<file path="src/rtl/iob_rst_seq_pkg.sv">
// Shared types for the reset sequencer: FSM encoding, reset-cause codes and
// the cause priority encoder.
package iob_rst_seq_pkg;

  typedef enum logic [1:0] {
    ASSERT     = 2'd0,
    REL_PERIPH = 2'd1,
    RUN        = 2'd2
  } rst_state_e;

  typedef logic [1:0] rst_cause_t;

  localparam rst_cause_t CAUSE_POR  = 2'b00;
  localparam rst_cause_t CAUSE_SW   = 2'b01;
  localparam rst_cause_t CAUSE_TRAP = 2'b10;
  localparam rst_cause_t CAUSE_WDT  = 2'b11;

  // Watchdog beats trap beats software when several fire in the same cycle.
  function automatic rst_cause_t cause_sel(input logic wdt, input logic trap);
    if (wdt)       return CAUSE_WDT;
    else if (trap) return CAUSE_TRAP;
    else           return CAUSE_SW;
  endfunction

endpackage

</file>
<file path="src/rtl/iob_rst_seq_if.sv">
// Request/status bundle between the SoC control logic and the reset sequencer.
interface iob_rst_seq_if;
  logic       sw_rst_req;
  logic       trap;
  logic       trap_rst_en;
  logic       wdt_en;
  logic       wdt_kick;
  logic       periph_rst;
  logic       sys_rst;
  logic       rst_busy;
  logic [1:0] rst_cause;

  modport master (
    output sw_rst_req, trap, trap_rst_en, wdt_en, wdt_kick,
    input  periph_rst, sys_rst, rst_busy, rst_cause
  );

  modport slave (
    input  sw_rst_req, trap, trap_rst_en, wdt_en, wdt_kick,
    output periph_rst, sys_rst, rst_busy, rst_cause
  );
endinterface

</file>
<file path="src/rtl/iob_rst_sync.sv">
// Two-flop active-low reset synchronizer: asynchronous assert, synchronous
// release two clock edges after i_rst_n rises.
module iob_rst_sync (
  input  logic i_clk,
  input  logic i_rst_n,
  output logic o_srst_n
);

  logic [1:0] r_sync;

  always_ff @(posedge i_clk or negedge i_rst_n) begin
    if (!i_rst_n) r_sync <= 2'b00;
    else          r_sync <= {r_sync[0], 1'b1};
  end

  assign o_srst_n = r_sync[1];

endmodule

</file>
<file path="src/rtl/iob_rst_sequencer.sv">
// Board-reset sequencer: holds SoC in reset, releases peripherals before the
// CPU, restarts on sw/trap/watchdog. Watchdog built only with IOB_RST_SEQ_WDT_EN.
module iob_rst_sequencer
  import iob_rst_seq_pkg::*;
#(
  parameter int HOLD_CYCLES = 65535,
  parameter int STAGGER     = 16,
  parameter int CNT_W       = 16,
  parameter int WDT_TIMEOUT = 2**24-1,
  parameter int WDT_W       = 24
) (
  input  logic          clk,
  input  logic          rst_n,
  iob_rst_seq_if.slave  bus
);

  localparam logic [CNT_W-1:0] HOLD_LD = CNT_W'(HOLD_CYCLES - 1);
  localparam logic [CNT_W-1:0] STAG_LD = CNT_W'(STAGGER - 1);

  logic        w_srst_n;
  logic        w_wdt_evt;
  logic        w_trap_evt;
  logic        w_evt;
  rst_cause_t  w_cause;

  rst_state_e       r_state;
  logic [CNT_W-1:0] r_cnt;
  logic             r_periph_rst;
  logic             r_sys_rst;
  logic             r_rst_busy;
  rst_cause_t       r_rst_cause;

  iob_rst_sync u_sync (
    .i_clk    (clk),
    .i_rst_n  (rst_n),
    .o_srst_n (w_srst_n)
  );

`ifdef IOB_RST_SEQ_WDT_EN
  localparam logic [WDT_W-1:0] WDT_LD = WDT_W'(WDT_TIMEOUT);

  logic [WDT_W-1:0] r_wdt;

  // Saturates at zero; leaving RUN on the resulting event reloads it.
  always_ff @(posedge clk or negedge w_srst_n) begin
    if (!w_srst_n)
      r_wdt <= WDT_LD;
    else if (r_state != RUN || !bus.wdt_en || bus.wdt_kick)
      r_wdt <= WDT_LD;
    else if (r_wdt != '0)
      r_wdt <= r_wdt - 1'b1;
  end

  // A kick in the expiry cycle suppresses the event.
  assign w_wdt_evt = (r_state == RUN) && bus.wdt_en && !bus.wdt_kick && (r_wdt == '0);
`else
  logic w_unused_wdt;
  assign w_unused_wdt = bus.wdt_en ^ bus.wdt_kick;
  assign w_wdt_evt    = 1'b0;
`endif

  assign w_trap_evt = bus.trap & bus.trap_rst_en;
  assign w_evt      = w_wdt_evt | w_trap_evt | bus.sw_rst_req;
  assign w_cause    = cause_sel(w_wdt_evt, w_trap_evt);

  // Events are only looked at in RUN; anything arriving mid-sequence is dropped.
  always_ff @(posedge clk or negedge w_srst_n) begin
    if (!w_srst_n) begin
      r_state      <= ASSERT;
      r_cnt        <= HOLD_LD;
      r_periph_rst <= 1'b1;
      r_sys_rst    <= 1'b1;
      r_rst_busy   <= 1'b1;
      r_rst_cause  <= CAUSE_POR;
    end else begin
      case (r_state)
        ASSERT: begin
          if (r_cnt == '0) begin
            r_state      <= REL_PERIPH;
            r_cnt        <= STAG_LD;
            r_periph_rst <= 1'b0;
          end else begin
            r_cnt <= r_cnt - 1'b1;
          end
        end
        REL_PERIPH: begin
          if (r_cnt == '0) begin
            r_state    <= RUN;
            r_sys_rst  <= 1'b0;
            r_rst_busy <= 1'b0;
          end else begin
            r_cnt <= r_cnt - 1'b1;
          end
        end
        RUN: begin
          if (w_evt) begin
            r_state      <= ASSERT;
            r_cnt        <= HOLD_LD;
            r_periph_rst <= 1'b1;
            r_sys_rst    <= 1'b1;
            r_rst_busy   <= 1'b1;
            r_rst_cause  <= w_cause;
          end
        end
        default: begin
          r_state      <= ASSERT;
          r_cnt        <= HOLD_LD;
          r_periph_rst <= 1'b1;
          r_sys_rst    <= 1'b1;
          r_rst_busy   <= 1'b1;
        end
      endcase
    end
  end

  assign bus.periph_rst = r_periph_rst;
  assign bus.sys_rst    = r_sys_rst;
  assign bus.rst_busy   = r_rst_busy;
  assign bus.rst_cause  = r_rst_cause;

endmodule

</file>
<file path="src/flat_wrapper.sv">
// flat-port wrapper written by rule: the top's interface ports become plain ports
module iob_rst_sequencer_flat import iob_rst_seq_pkg::*;
#(
  parameter int HOLD_CYCLES = 65535,
  parameter int STAGGER     = 16,
  parameter int CNT_W       = 16,
  parameter int WDT_TIMEOUT = 2**24-1,
  parameter int WDT_W       = 24
)
  (clk, rst_n, bus_sw_rst_req, bus_trap, bus_trap_rst_en, bus_wdt_en, bus_wdt_kick, bus_periph_rst, bus_sys_rst, bus_rst_busy, bus_rst_cause);
  iob_rst_seq_if bus_i ();
  input  logic clk;
  input  logic rst_n;
  input wire logic [$bits(bus_i.sw_rst_req)-1:0] bus_sw_rst_req;
  input wire logic [$bits(bus_i.trap)-1:0] bus_trap;
  input wire logic [$bits(bus_i.trap_rst_en)-1:0] bus_trap_rst_en;
  input wire logic [$bits(bus_i.wdt_en)-1:0] bus_wdt_en;
  input wire logic [$bits(bus_i.wdt_kick)-1:0] bus_wdt_kick;
  output wire logic [$bits(bus_i.periph_rst)-1:0] bus_periph_rst;
  output wire logic [$bits(bus_i.sys_rst)-1:0] bus_sys_rst;
  output wire logic [$bits(bus_i.rst_busy)-1:0] bus_rst_busy;
  output wire logic [$bits(bus_i.rst_cause)-1:0] bus_rst_cause;
  assign bus_i.sw_rst_req = bus_sw_rst_req;
  assign bus_i.trap = bus_trap;
  assign bus_i.trap_rst_en = bus_trap_rst_en;
  assign bus_i.wdt_en = bus_wdt_en;
  assign bus_i.wdt_kick = bus_wdt_kick;
  assign bus_periph_rst = bus_i.periph_rst;
  assign bus_sys_rst = bus_i.sys_rst;
  assign bus_rst_busy = bus_i.rst_busy;
  assign bus_rst_cause = bus_i.rst_cause;
  iob_rst_sequencer #(.HOLD_CYCLES(HOLD_CYCLES), .STAGGER(STAGGER), .CNT_W(CNT_W), .WDT_TIMEOUT(WDT_TIMEOUT), .WDT_W(WDT_W)) u_core (.clk(clk), .rst_n(rst_n), .bus(bus_i));
endmodule
</file>
<file path="config.mk">
export PLATFORM = sky130hd
export DESIGN_NAME = iob_rst_sequencer_flat
export DESIGN_NICKNAME = d
export VERILOG_FILES = /design/src/rtl/iob_rst_seq_pkg.sv /design/src/rtl/iob_rst_seq_if.sv /design/src/rtl/iob_rst_sync.sv /design/src/rtl/iob_rst_sequencer.sv /design/src/flat_wrapper.sv
export SDC_FILE = /design/constraint.sdc
export NUM_CORES = 1
export LEC_CHECK = 0
export ABC_AREA = 0
export ABC_CLOCK_PERIOD_IN_PS = 800
export BUFFER_PORTS_ARGS = -buffer_cell sky130_fd_sc_hd__buf_2
export CAP_MARGIN = 20
export CELL_PAD_IN_SITES_DETAIL_PLACEMENT = 2
export CELL_PAD_IN_SITES_GLOBAL_PLACEMENT = 2
export CORE_MARGIN = 10
export CORE_UTILIZATION = 37
export CTS_CLUSTER_SIZE = 20
export DETAILED_ROUTE_END_ITERATION = 8
export GPL_TIMING_DRIVEN = 1
export PLACE_DENSITY = 0.75
export SLEW_MARGIN = 20
export SYNTH_ARGS = -nofsm -noshare
export SYNTH_HDL_FRONTEND = slang
export SYNTH_HIERARCHICAL = 1
export SYNTH_SLANG_ARGS = --single-unit
</file>
<file path="constraint.sdc">
create_clock -name clk -period 0.8 [get_ports clk]
set_input_delay 0.08 -clock clk [delete_from_list [all_inputs] [get_ports clk]]
set_output_delay 0.08 -clock clk [all_outputs]
set_load 0.005 [all_outputs]
</file>
==> results of run 1 <==
==> cells by family after synthesis <==
group / synth area share [%]
other: 0.276
adder cells (fa/ha/maj): 1.84
flip-flops: 45.8
AND/OR/NAND/NOR: 24.5
AO/OA/AOI/OAI: 20.7
buffers and inverters: 6.91
==> stage by stage <==
step	util, %	area (um2)	hold WS [ns]
detailed placement	55.0	1890	-0.133
global placement	55.0	1890	-0.136
floorplan	-	1450	-0.216
==> run summary, run 1 <==
Including well taps, the total number of placed cells is 239. Synthesis inferred 24 register bits. The tools report the number of warnings reported in the yosys synthesis log as 6. Counting every instance in the synthesized netlist gives 139.

The tools report the last stage reached as clock tree synthesis. Clock tree synthesis selected as its root buffer the cell clkbuf_8. After clock tree synthesis, the setup repair step added 17 buffers. The tool reported: "[ERROR DPL-0033] detailed placement checks failed during check placement". The share of Yosys cell area claimed by the top area cell type works out to 32.9%.

The synthesized design spends more area on one cell type than any other, namely dfstp_2. In the synthesized netlist, the cells that appear most often are 17 x dfstp_2, 14 x o21ai_0, 10 x nand2_1, 8 x nor3_1. After floorplanning, the core was divided into 21 placement rows. The clock passes through at most 2 buffers. The most common cell in the synthesized netlist is dfstp_2. The number of hold buffers added after cts is 1.

Yosys mapped a number of flops with a built-in enable equal to 0. For the number of buffers created by CTS, the log shows 3. The logs give 24 for the TritonCTS sink count and 0.00136 mm2 for the post-synthesis cell area. The die is 80.6 um wide.

By area the synthesized netlist is led by dfstp_2 33%, dfrtp_1 13%, o21ai_0 5.2%. Detailed placement finished with a half-perimeter wire length of 4.31 mm. The run stopped with a tool error.

A synthesized cell averages 9.78 um2. For the final weighted congestion in routability-driven placement, the log shows 0.813. Share of synthesized flip-flops with an asynchronous set or reset: 100%. After synthesis, flip-flops and latches occupy 45.8% of the total area.

The count of cells resized by post-cts repair is 45. 12 I/O pins were placed. The most common flop cell mapped by yosys was dfstp_2. The net count of the mapped netlist was 148; the number of buffers inserted by port buffering was 9. The floorplan step set the die height to 80.6 um. The H-tree level count is 1.

Once the floorplan was initialized, standard cells occupied 39.5% of the core. The logs give -1.26 ns for the pre-CTS setup slack and 46 for the distinct cell type count of the synthesized netlist.
==> run 2, diff against run 1 <==
--- a/config.mk
+++ b/config.mk
@@ -9,14 +9,11 @@
 export ABC_CLOCK_PERIOD_IN_PS = 800
 export BUFFER_PORTS_ARGS = -buffer_cell sky130_fd_sc_hd__buf_2
 export CAP_MARGIN = 20
-export CELL_PAD_IN_SITES_DETAIL_PLACEMENT = 2
-export CELL_PAD_IN_SITES_GLOBAL_PLACEMENT = 2
-export CORE_MARGIN = 10
-export CORE_UTILIZATION = 37
-export CTS_CLUSTER_SIZE = 20
+export CORE_AREA = 10 10 71 73
 export DETAILED_ROUTE_END_ITERATION = 8
+export DIE_AREA = 0 0 81 83
 export GPL_TIMING_DRIVEN = 1
-export PLACE_DENSITY = 0.75
+export PLACE_DENSITY_LB_ADDON = 0.15
 export SLEW_MARGIN = 20
 export SYNTH_ARGS = -nofsm -noshare
 export SYNTH_HDL_FRONTEND = slang
==> run summary, run 2 <==
The maximum frequency from static timing analysis is 0.518 GHz, and the CTS clock-pin slew for the worst setup and hold paths is 0.09 ns. The synthesis-to-layout area growth came out at 73.1%. Commonest cells in the netlist: 17 x dfstp_2, 14 x o21ai_0, 10 x nand2_1, 8 x nor3_1 (unchanged). The half-perimeter wire length of the detailed placement result is 2.81 mm (was 4.31 mm), and the chip height is 83 um (was 80.6 um).

For the starting utilization of the core area, the log shows 37.4% (was 39.5%). The detail route stage leaves a number of antenna-violating nets equal to 0. The flip-flop and latch count after synthesis came out at 24 (unchanged). The logs give 12 (unchanged) for the count of boundary I/O pins and 0 for the number of max-slew violations in the final report. The run gives 886 um2 as the multi-input logic area. The proportion of layout cells with a drive suffix above 1 is 68.2%. Global routing used 13.2% of the available tracks across all layers.

Setup slack on the worst reg-to-reg path comes out at -1.13 ns. The final net count is 224, and the final routed DRC violation total is 0. Across the whole layout, storage elements account for 623 um2. The number of antenna cells inserted was 0. The floorplan die width is 81 um (was 80.6 um).

In the layout the commonest cells are 53 x buf_4, 18 x buf_6, 17 x dfstp_2, 9 x nand2_1, 7 x o21ai_1. Share of synthesized flip-flops with an asynchronous set or reset: 100% (unchanged). The kind of path behind the tightest hold check was in2reg.

The number of buffer and inverter instances along the worst setup path works out to 1. The number of buffers inserted by port buffering came out at 9 (unchanged). The run gives 139 (unchanged) as the post-synthesis instance total.

Dividing the final minimum period by the clock period gives 241%. The total wirelength of the detailed-routed design was 4.29 mm. Measured on the finished design, the core utilization comes to 64.7%. The number of flops mapped to enable cells by yosys is 0 (unchanged), and the sequential fraction of the synthesis area is 45.8% (unchanged). Grouping stages by cell kind, the critical path spends the most delay in simple AND/OR/NAND/NOR gates. TritonCTS built the clock tree. Root buffer cell: clkbuf_8 (unchanged). IR analysis of the VDD net gives a maximum drop of 0.00127 V.

After layout, the design draws a total of 5310 uW. The checks that failed: setup timing. Top post-synthesis cells by area: dfstp_2 33%, dfrtp_1 13%, o21ai_0 5.2% (unchanged). Smallest setup slack after layout: -1.13 ns.

The worst setup path is captured at a register. The net count of the mapped netlist was 148 (unchanged); the vias after detailed routing was 1,410. The number of placement rows came out at 22 (was 21).

Traced cell by cell, the critical path runs through or4_4 > nor4_4 > buf_4 > nand3_2 > o41ai_2 > o311ai_1. The tools report the via count of the first global-routing pass as 1,543. Max-cap violations in this run came to 0.

The number of fill cells in the layout was 283; the core region area was 0.00363 mm2. The H-tree level count is 1 (unchanged), and the sum of overflow across all layers after global routing is 0. The run gives 7.24 mm as the global-route wire length before repair. The run gives 3 (unchanged) as the number of buffers created by CTS.

Setup repair after global routing could not meet its margin everywhere. The later pin in the worst-skew pair is clocked with a latency of 0.27 ns. The library cell with the largest summed area after synthesis was dfstp_2 (unchanged). The average footprint of a synthesized cell was 9.78 um2 (unchanged). Among all stages on the critical path, the largest delay is contributed by or4_4. The logs give 2.11 ns for the critical path data arrival time and 0.00574 ns for the clock tree skew after final layout. For the worst-case clock buffer depth, the log shows 2 (unchanged). The worst stage delay on the critical path is 0.56 ns, and the distinct cell type count of the synthesized netlist is 46 (unchanged). The first routing iteration left 71 violations. The initial antenna violation count was 0. The shortest clock period the worst path allows after layout was 1.93 ns. Data on the critical path is required at its endpoint by 0.98 ns. The reported leakage power came out at 0.000993 uW. The final weighted congestion in routability-driven placement came out at 0.881 (was 0.813). Most common cell in the synthesized netlist: dfstp_2 (unchanged). The die covers 0.00672 mm2.

The average detailed-routed wire length per instance is 16.4 um, and the number of setup violations in the final report is 27. By startpoint and endpoint, the worst setup path is classified as reg2reg. The register with the most flip-flops in the layout has 16 of them. The number of warnings reported in the yosys synthesis log was 6 (unchanged).

Leaving out fill and tap cells, the most frequent cell in the layout is buf_4. Before antenna repair, the detailed router went through 4 iterations. The TritonCTS sink count was 24 (unchanged); the share of Yosys cell area claimed by the top area cell type was 32.9% (unchanged). The cell area after layout came out at 0.00235 mm2. The highest fanout seen on the critical path was 3. STA classifies the critical path startpoint as a register. Using the TritonRoute via totals, the vias-per-cell ratio works out to 5.38.

The post-synthesis cell area is 0.00136 mm2 (unchanged). Most common flop cell mapped by yosys: dfstp_2 (unchanged). Pre-CTS setup slack: -1.11 ns (was -1.26 ns). The run gives 0 as the final-report hold violation count. Entering global routing, the biggest net connects 23 pins.

For the standard cell area after detailed placement, the log shows 0.00188 mm2 (was 0.00189 mm2). The run finished, with violations left. The most flop-heavy register was u_core/r_cnt. Power per standard cell area: 2260 mW/mm2.
-- run 2: cell counts after synthesis --
No cell type changed its count.
-- run 2: cell families (layout without fill, tap and decap cells) --
family / count (synthesis) / in the layout / share of synthesized area [%]
fa+ha+maj: 2 / 2 / 1.84
compound gates: 43 / 43 / 20.7
buf+inv: 16 / 91 / 6.91
simple gates: 53 / 53 / 24.5
flops: 24 / 24 / 45.8
other cells: 1 / 1 / 0.276
-- run 2: worst paths after layout --
check / start / end / cells past startpoint
worst min-delay path: bus_trap_rst_en / u_core/bus.rst_cause[0]$_DFFE_PN0P_ / 3
worst min register to register: u_core/u_sync/r_sync[1]$_DFF_PN0_ / u_core/bus.rst_cause[0]$_DFFE_PN0P_ / 1
worst max register to register: u_core/r_cnt[4]$_DFFE_PN1P_ / u_core/r_cnt[15]$_DFFE_PN1P_ / 6
min in group asynchronous: rst_n / u_core/u_sync/r_sync[1]$_DFF_PN0_ / 2
max in group asynchronous: u_core/u_sync/r_sync[1]$_DFF_PN0_ / u_core/r_cnt[6]$_DFFE_PN1P_ / 1
worst max-delay path: u_core/r_cnt[4]$_DFFE_PN1P_ / u_core/r_cnt[15]$_DFFE_PN1P_ / 6
-- run 2: routing by layer --
layer | GRT usage (%) | part of all wire, % | vias up
met5 | 0 | 0 | -
met4 | 5.48 | 2.5 | 0
met3 | 2.37 | 3.7 | 11
met2 | 22.0 | 52 | 29
met1 | 15.9 | 42 | 692
li1 | - | - | 678
-- run 2: metrics by stage --
stage	hold slack [ns]	instances	TNS (ns)
4_1_cts	0.0852	256	-19.51
3_3_place_gp	-0.135	241	-19.00
5_1_grt	0.110	262	-21.96
2_1_floorplan	-0.216	139	-16.92
3_5_place_dp	-0.132	241	-19.19
6_report	0.0903	262	-20.40
-- run 2: worst reg2reg max path, cell delays in order, from the launching register on --
cell and delay (ns):
dfstp_2 0.38, or4_4 0.56, nor4_4 0.29, buf_4 0.17, nand3_2 0.07, o41ai_2 0.22, o311ai_1 0.16
-- run 2: timing repair --
| item | 4_1_cts | 5_1_grt |
|---|---|---|
| resized for setup | 39 | 23 |
| endpoints found under the setup margin | 27 | 27 |
| setup buffers | 12 | 7 |
| hold endpoints to repair | 2 | 0 |
| hold buffers | 1 | 0 |
| pin swaps | 24 | 17 |
-- run 2: report_power, final --
part	total, uW	switching (uW)	internal [uW]
combinational	2350	1090	1260
clock	1070	404	670
sequential	1890	236	1650
-- run 2: layout make-up --
cell class	count	share of cell area, %
clock inverter	1	1.28
multi-input combinational	99	37.7
sequential	24	26.5
tap	48	2.55
inverter	7	1.54
timing repair buffer	80	28.7
clock buffer	3	1.76
No activity file was read; power rests on OpenSTA's default activity.
